$ cat config.mk
export PLATFORM = sky130hd
export DESIGN_NAME = chart_player
export DESIGN_NICKNAME = d
export VERILOG_FILES = /design/src/rtl/chart_player.sv
export SDC_FILE = /design/constraint.sdc
export NUM_CORES = 1
export LEC_CHECK = 0
export BUFFER_PORTS_ARGS = -buffer_cell sky130_fd_sc_hd__buf_2
export CORE_UTILIZATION = 59
export DETAILED_ROUTE_END_ITERATION = 8
export PLACE_DENSITY = 0.89
export SYNTH_ARGS = -nofsm -noshare
export SYNTH_HDL_FRONTEND = slang
export SYNTH_SLANG_ARGS = --single-unit
$ cat constraint.sdc
create_clock -name clk -period 5.1 [get_ports clk]
set_input_delay 1.02 -clock clk [delete_from_list [all_inputs] [get_ports clk]]
set_output_delay 1.02 -clock clk [all_outputs]
set_load 0.01 [all_outputs]
$ cat src/rtl/chart_player.sv
// rtl/chart_player.sv - beat-driven step-chart sequencer feeding the arrow shift register
module chart_player #(
    parameter int ADDR_W      = 6,
    parameter int CHART_LEN   = 64,
    parameter int LEAD_BEATS  = 8,
    parameter int FLUSH_BEATS = 8,
    parameter int LOOP        = 0
) (
    input  logic              clk,
    input  logic              reset,
    input  logic              start,
    input  logic              stop,
    input  logic              beatPulse,
    output logic [ADDR_W-1:0] chartAddr,
    input  logic [3:0]        chartData,
    output logic [3:0]        step,
    output logic              stepStrobe,
    output logic              playing,
    output logic              done,
    output logic [ADDR_W-1:0] beatIdx
);

    typedef enum logic [2:0] {
        S_IDLE,
        S_LEADIN,
        S_PLAY,
        S_FLUSH,
        S_DONE
    } state_t;

    // Phases with a zero beat count are skipped inside the transition that would enter them.
    localparam state_t LEAD_ENTRY = (LEAD_BEATS != 0) ? S_LEADIN : S_PLAY;
    localparam state_t END_ENTRY  = (LOOP != 0) ? LEAD_ENTRY : S_DONE;
    localparam state_t PLAY_EXIT  = (FLUSH_BEATS != 0) ? S_FLUSH : END_ENTRY;

    localparam logic [ADDR_W:0]   PLAY_LAST = (ADDR_W+1)'(CHART_LEN - 1);
    localparam logic [ADDR_W-1:0] ADDR_LAST = ADDR_W'(CHART_LEN - 1);

    state_t            state;
    state_t            state_next;
    logic [7:0]        phase_cnt;
    logic [ADDR_W:0]   play_cnt;
    logic              consume;
    logic              enter;
    logic              last_item;

    always_ff @(posedge clk) begin
        if (!reset) begin
            state <= S_IDLE;
        end else begin
            state <= state_next;
        end
    end

    always_comb begin
        if (state == S_PLAY) begin
            last_item = (play_cnt == PLAY_LAST);
        end else begin
            last_item = (phase_cnt == 8'd1);
        end
    end

    always_comb begin
        state_next = state;
        consume    = 1'b0;
        enter      = 1'b0;
        if (stop) begin
            state_next = S_IDLE;
        end else begin
            case (state)
                S_IDLE, S_DONE: begin
                    if (start) begin
                        state_next = LEAD_ENTRY;
                        enter      = 1'b1;
                    end
                end
                S_LEADIN: begin
                    if (beatPulse) begin
                        consume = 1'b1;
                        if (last_item) begin
                            state_next = S_PLAY;
                            enter      = 1'b1;
                        end
                    end
                end
                S_PLAY: begin
                    if (beatPulse) begin
                        consume = 1'b1;
                        if (last_item) begin
                            state_next = PLAY_EXIT;
                            enter      = 1'b1;
                        end
                    end
                end
                S_FLUSH: begin
                    if (beatPulse) begin
                        consume = 1'b1;
                        if (last_item) begin
                            state_next = END_ENTRY;
                            enter      = 1'b1;
                        end
                    end
                end
                default: state_next = S_IDLE;
            endcase
        end
    end

    always_comb begin
        playing = (state == S_LEADIN) || (state == S_PLAY) || (state == S_FLUSH);
        done    = (state == S_DONE);
    end

    always_ff @(posedge clk) begin
        if (!reset) begin
            chartAddr  <= '0;
            step       <= '0;
            stepStrobe <= 1'b0;
            beatIdx    <= '0;
            phase_cnt  <= '0;
            play_cnt   <= '0;
        end else begin
            stepStrobe <= consume;
            if (stop) begin
                chartAddr <= '0;
                step      <= '0;
                beatIdx   <= '0;
            end else begin
                if (consume) begin
                    if (state == S_PLAY) begin
                        step    <= chartData;
                        beatIdx <= play_cnt[ADDR_W-1:0];
                    end else begin
                        step    <= '0;
                        beatIdx <= '0;
                    end
                end else if (enter) begin
                    beatIdx <= '0;
                end

                if (enter) begin
                    phase_cnt <= (state_next == S_FLUSH) ? 8'(FLUSH_BEATS) : 8'(LEAD_BEATS);
                    play_cnt  <= '0;
                end else if (consume) begin
                    if (state == S_PLAY) begin
                        play_cnt <= play_cnt + 1'b1;
                    end else begin
                        phase_cnt <= phase_cnt - 8'd1;
                    end
                end

                // Advancing right after a consumed beat leaves the ROM a full cycle before the next beat.
                if (enter && (state_next == S_LEADIN || state_next == S_PLAY)) begin
                    chartAddr <= '0;
                end else if (consume && state == S_PLAY && chartAddr != ADDR_LAST) begin
                    chartAddr <= chartAddr + 1'b1;
                end
            end
        end
    end

endmodule

* Word level (Yosys, flattened, before mapping) *
Cells that the tools add are included.

cells by class
  add/subtract/negate cells = 3
  equal/unequal tests = 10
  muxes and demuxes = 28
  bitwise gates (word level) = 2
  reductions and logical operators = 15

operator list
  operator             count
  $mux 3               8
  $mux 8               3
  $mux 7               3
  $mux 6               3
  $pmux 3 s4           1
  $eq 3x2->1 const B   3
  $eq 8x1->1 const B   1
  $mux 1               8
  $sub 8x1->8 const B  1
  $add 7x1->7 const B  1
  $eq 7x6->1 const B   1
  $add 6x1->6 const B  1
  $eq 3x1->1 const B   2
  $ne 6x6->1 const B   1
  $reduce_and 3->1     2
  $reduce_or 3->1      2
  $mux 4               1
  $reduce_bool 2->1    2
  $reduce_or 2->1      2
  $eq 3x3->1 const B   1
  $logic_and 1x1->1    3
  $logic_not 3->1      1
  $logic_or 1x1->1     3
  $ne 2x2->1 const B   1
  other kinds (2)      3

word-level totals
  bits in registers = 35
  output and inout bits = 19
  logic and storage cells = 65

* Depth between registers and ports, before layout *
  depth after elaboration = 10
  mapped depth = 8
  gate-level depth less buffers = 6

* Worst setup path after synthesis *
No wires, ideal clock.

  kind = input-to-reg
  from = in stop
  to = reg play_cnt[0]
  data arrival time = 2.157 ns
  required time = 4.985 ns
  slack = 2.828 ns
  stages = 6
  cells stage by stage = or3b_2 > a21oi_1 > o2111ai_4 > nand2_4 > buf_6 > nor2_1

between the ends
  longest elaborated chain between the ends = 3

RTL lines
  element                             line  text
  start, declared                     12    input logic stop,
  $mux 1                              67    if (stop) begin
  $reduce_bool 2->1 (no source line)  -
  $reduce_and 3->1 (no source line)   -
  end signal, assigned                146   play_cnt <= play_cnt + 1'b1;
  end, declared                       42    logic [ADDR_W:0] play_cnt;

Parallel ways exist; a longest one is shown, timed or not.
A chain may end at the register's enable or synchronous reset.

* Worst setup path in the final report *
  from = reg state[0]
  to = out playing

between the ends
  longest elaborated chain between the ends = 3

RTL lines
  element                                          line  text
  start, declared                                  39    state_t state;
  start signal, assigned                           51    state <= state_next;
  $eq 3x1->1 / $eq 3x2->1 (equally long branches)  110   playing = (state == S_LEADIN) || (state == S_PLAY) || (state == S_FLUSH);
  $logic_or 1x1->1                                 110
  $logic_or 1x1->1 (*)                             110
  end, declared                                    18    output logic playing,

Mark *: on every way between the ends. The rest lies on a longest branch, timed or not.

==> impl_summary.log <==
INFO  metric outcome = completed
INFO  metric post-synth-top-count-cell = sky130_fd_sc_hd__dfxtp_1
INFO  metric post-dp-hpwl = 2.41 mm
INFO  metric netlist_area = 1610 um^2
INFO  metric criticalPathCategory = flop to primary output
INFO  metric post_drt_via_cell_ratio = 5.89
INFO  metric post_synth.cell_area_avg = 9.22 um^2
INFO  metric finalClockSkew = 15.4 ps
INFO  metric synth_commonest_cells = sky130_fd_sc_hd__dfxtp_1 (35), sky130_fd_sc_hd__nor2_1 (33), sky130_fd_sc_hd__a22oi_1 (10), sky130_fd_sc_hd__nand2_1 (10), sky130_fd_sc_hd__xor2_1 (10)
INFO  metric cpMostUsedCell = sky130_fd_sc_hd__nor2_1
INFO  metric drt_iter0_markers = 34
INFO  metric sequential_area_share_after_synthesis = 0.434
INFO  metric worst_setup_hold_path_clk_slew = 100 ps
INFO  metric synthCells = 175
INFO  metric cp_data_arrival_time = about 1400 ps
INFO  metric setup-violations-final = 0
INFO  metric slew_viol_final = 0
INFO  metric ant_nets = 0
INFO  metric ys_async_sr_fraction = 0
INFO  metric ir_drop = 0.305 mV
INFO  metric critical_path.endpoint_type = primary output
INFO  metric row_count = 18
INFO  metric postSynthNetCount = 188
INFO  metric clk_latency = 340 ps
INFO  metric residual_drc = 0
INFO  metric grt_pass1_wl = between 5 and 6 mm
INFO  metric cts-htree-levels = 2
INFO  metric routed_wirelength = 3.33 mm
INFO  metric core_area = 2520 um^2
INFO  metric tritoncts_clock_tree = built
INFO  metric cts.path.max_buffers = 2
INFO  metric netlist_top_cells_area = sky130_fd_sc_hd__dfxtp_1 (43%), sky130_fd_sc_hd__nor2_1 (7.7%), sky130_fd_sc_hd__xor2_1 (5.4%), sky130_fd_sc_hd__a22oi_1 (4.7%), sky130_fd_sc_hd__ha_1 (3.1%)
INFO  metric die_width = 54.3 um
INFO  metric layout-area-overhead-vs-synth = 11.0%
INFO  metric min-delay-path-class = flop to flop
INFO  metric buffers_inverters_on_critical_path = 1
INFO  metric slowest_delay = ~570 ps
INFO  metric worst_path_max_delay_cell = sky130_fd_sc_hd__dfxtp_1
INFO  metric crit_required = 4080 ps
INFO  metric instances_no_fill = 231
INFO  metric finalHoldViolations = 0
INFO  metric layout-drive-gt1-share = 0.199
INFO  metric clkSinkCount = 35
INFO  metric critical-path-top-delay-family = flip-flops
INFO  metric gr-usage-all-layers = 0.261
INFO  metric post-synth-top-area-cell = sky130_fd_sc_hd__dfxtp_1
INFO  metric first_global_vias = 1223
INFO  metric drt_first_pass_iters = 5
INFO  metric grt_max_degree = 24
INFO  metric gp_congestion = roughly 0.8
INFO  metric synth.top_cell.area_share = 0.434
INFO  metric hold_buffers = 0
INFO  metric worst-path-max-fanout = 12
INFO  metric antenna_found_initial = 0
INFO  metric design.portCount = 28
INFO  metric max_slew_margin = 0.481
INFO  metric post_cts_resized = 0
INFO  metric timing.final.crit_share = 0.473
INFO  metric fp.dieH = 54.3 um
INFO  metric post-place-cells = 225
INFO  metric cap_violations = 0
INFO  metric cts_buffers = 5
INFO  metric synth.lib_cells_used.distinct = 40
INFO  metric unrepaired_setup_endpoints_after_global_routing = false
INFO  metric start_util = 0.639
INFO  metric fin_crit = 2410 ps
INFO  metric max_clock_freq = 415 MHz
INFO  metric num_vias = 1361
INFO  metric p_per_cell_area = 246 nW/um^2
INFO  metric grt_overflow_total = 0
INFO  metric synthesis.yosys.warnings = 0
INFO  metric synth_edf_count = 0
INFO  metric synthFlopType = sky130_fd_sc_hd__dfxtp_1
INFO  metric yosys_register_bits = 35
INFO  metric portBuffers = 27
INFO  metric n_antenna_cell = 0
INFO  metric finalNetCount = 215
INFO  metric max_slew.worst_pin.slew = 778 ps
INFO  metric leakagePower = 0.723 nW
INFO  metric fin_setup_tns = 0 ps
INFO  metric report.power.total = roughly 0.44 mW
INFO  metric critical_path.cell_chain = nor2_1, nor2_1, buf_2
INFO  metric buffer_cell_driving_the_clock_tree_root = sky130_fd_sc_hd__clkbuf_4
INFO  metric wl_per_cell = around 14 um
INFO  metric postCtsSetupBuffers = 0
INFO  metric design.die.area = between 2000 and 3000 um^2
INFO  metric crit_path_start_kind = flop
report_power, final:
| group | internal [mW] | total [mW] | leakage [nW] | switching, mW |
|---|---|---|---|---|
| logic | 0.0116 | 0.0284 | 0.417 | 0.0168 |
| registers | 0.275 | 0.279 | 0.282 | 0.00318 |
| clock network | 0.0490 | 0.133 | 0.0242 | 0.0840 |
worst min-delay path, delay by kind of cell (launching register included):
family | cells | cell delay, ps
simple gates | 1 | 80
compound gates | 1 | 70
flops | 1 | 330
registers in the layout, indices dropped and copies added, names as in the netlist:
signal,flops
beatIdx,6
chartAddr,6
phase_cnt,8
play_cnt,7
state,3
step,4
stepStrobe,1
per-stage QoR:
stage               hold WS (ps)  setup slack, ps   util  instance area [um^2]
finish                       506             2690  0.710                  1790
global route                 548             2610  0.710                  1790
CTS                          511             2710  0.710                  1790
detailed placement           490             2500  0.693                  1750
global placement             476             2580  0.693                  1750
floorplan                    471             2830      -                  1610
final timing paths:
path            start  slack, ps  depth (start not counted)      endpoint
min           step[0]        510                          2       step[0]
max          state[0]       2690                          3       playing
min reg2reg   step[0]        510                          2       step[0]
max reg2reg  state[1]       3040                          5  chartAddr[3]
cell usage in the layout (no fill, tap or decap), types with 4 or more instances in the layout:
master	count
sky130_fd_sc_hd__nor3_1	6
sky130_fd_sc_hd__nor2_1	33
sky130_fd_sc_hd__nand3_1	4
sky130_fd_sc_hd__nand2_1	10
sky130_fd_sc_hd__xor2_1	10
sky130_fd_sc_hd__xnor2_1	5
sky130_fd_sc_hd__clkbuf_4	5
sky130_fd_sc_hd__a22oi_1	10
sky130_fd_sc_hd__ha_1	4
sky130_fd_sc_hd__nand4_1	8
sky130_fd_sc_hd__buf_2	27
sky130_fd_sc_hd__dfxtp_1	35
sky130_fd_sc_hd__inv_1	5
cells by family (layout without fill, tap and decap cells):
logic type / after synthesis / in the layout / share of synthesized area
AOI/OAI and AO/OA: 22 / 22 / 0.115
and+or+nand+nor: 83 / 83 / 0.279
DFF: 35 / 35 / 0.434
adders and majority gates: 4 / 4 / 0.0310
xor gates and xnor gates: 15 / 15 / 0.0815
buffers and inverters: 12 / 38 / 0.0341
muxes: 4 / 4 / 0.0256
per-layer routing:
metal | global-route usage | wire, um | up-vias
li1 | - | - | 670
met1 | 0.313 | 1430 | 648
met2 | 0.429 | 1670 | 36
met3 | 0.0889 | 163 | 7
met4 | 0.0940 | 63 | 0
met5 | 0 | 0 | -
layout make-up:
cell class / count / area (um^2)
timing repair buffer: 27 / 135
sequential: 35 / 701
fill: 191 / 732
clock buffer: 6 / 41.3
tap: 30 / 37.5
inverter: 5 / 18.8
multi-input combinational: 128 / 857
Note: power is estimated with default switching activity, not from simulation.
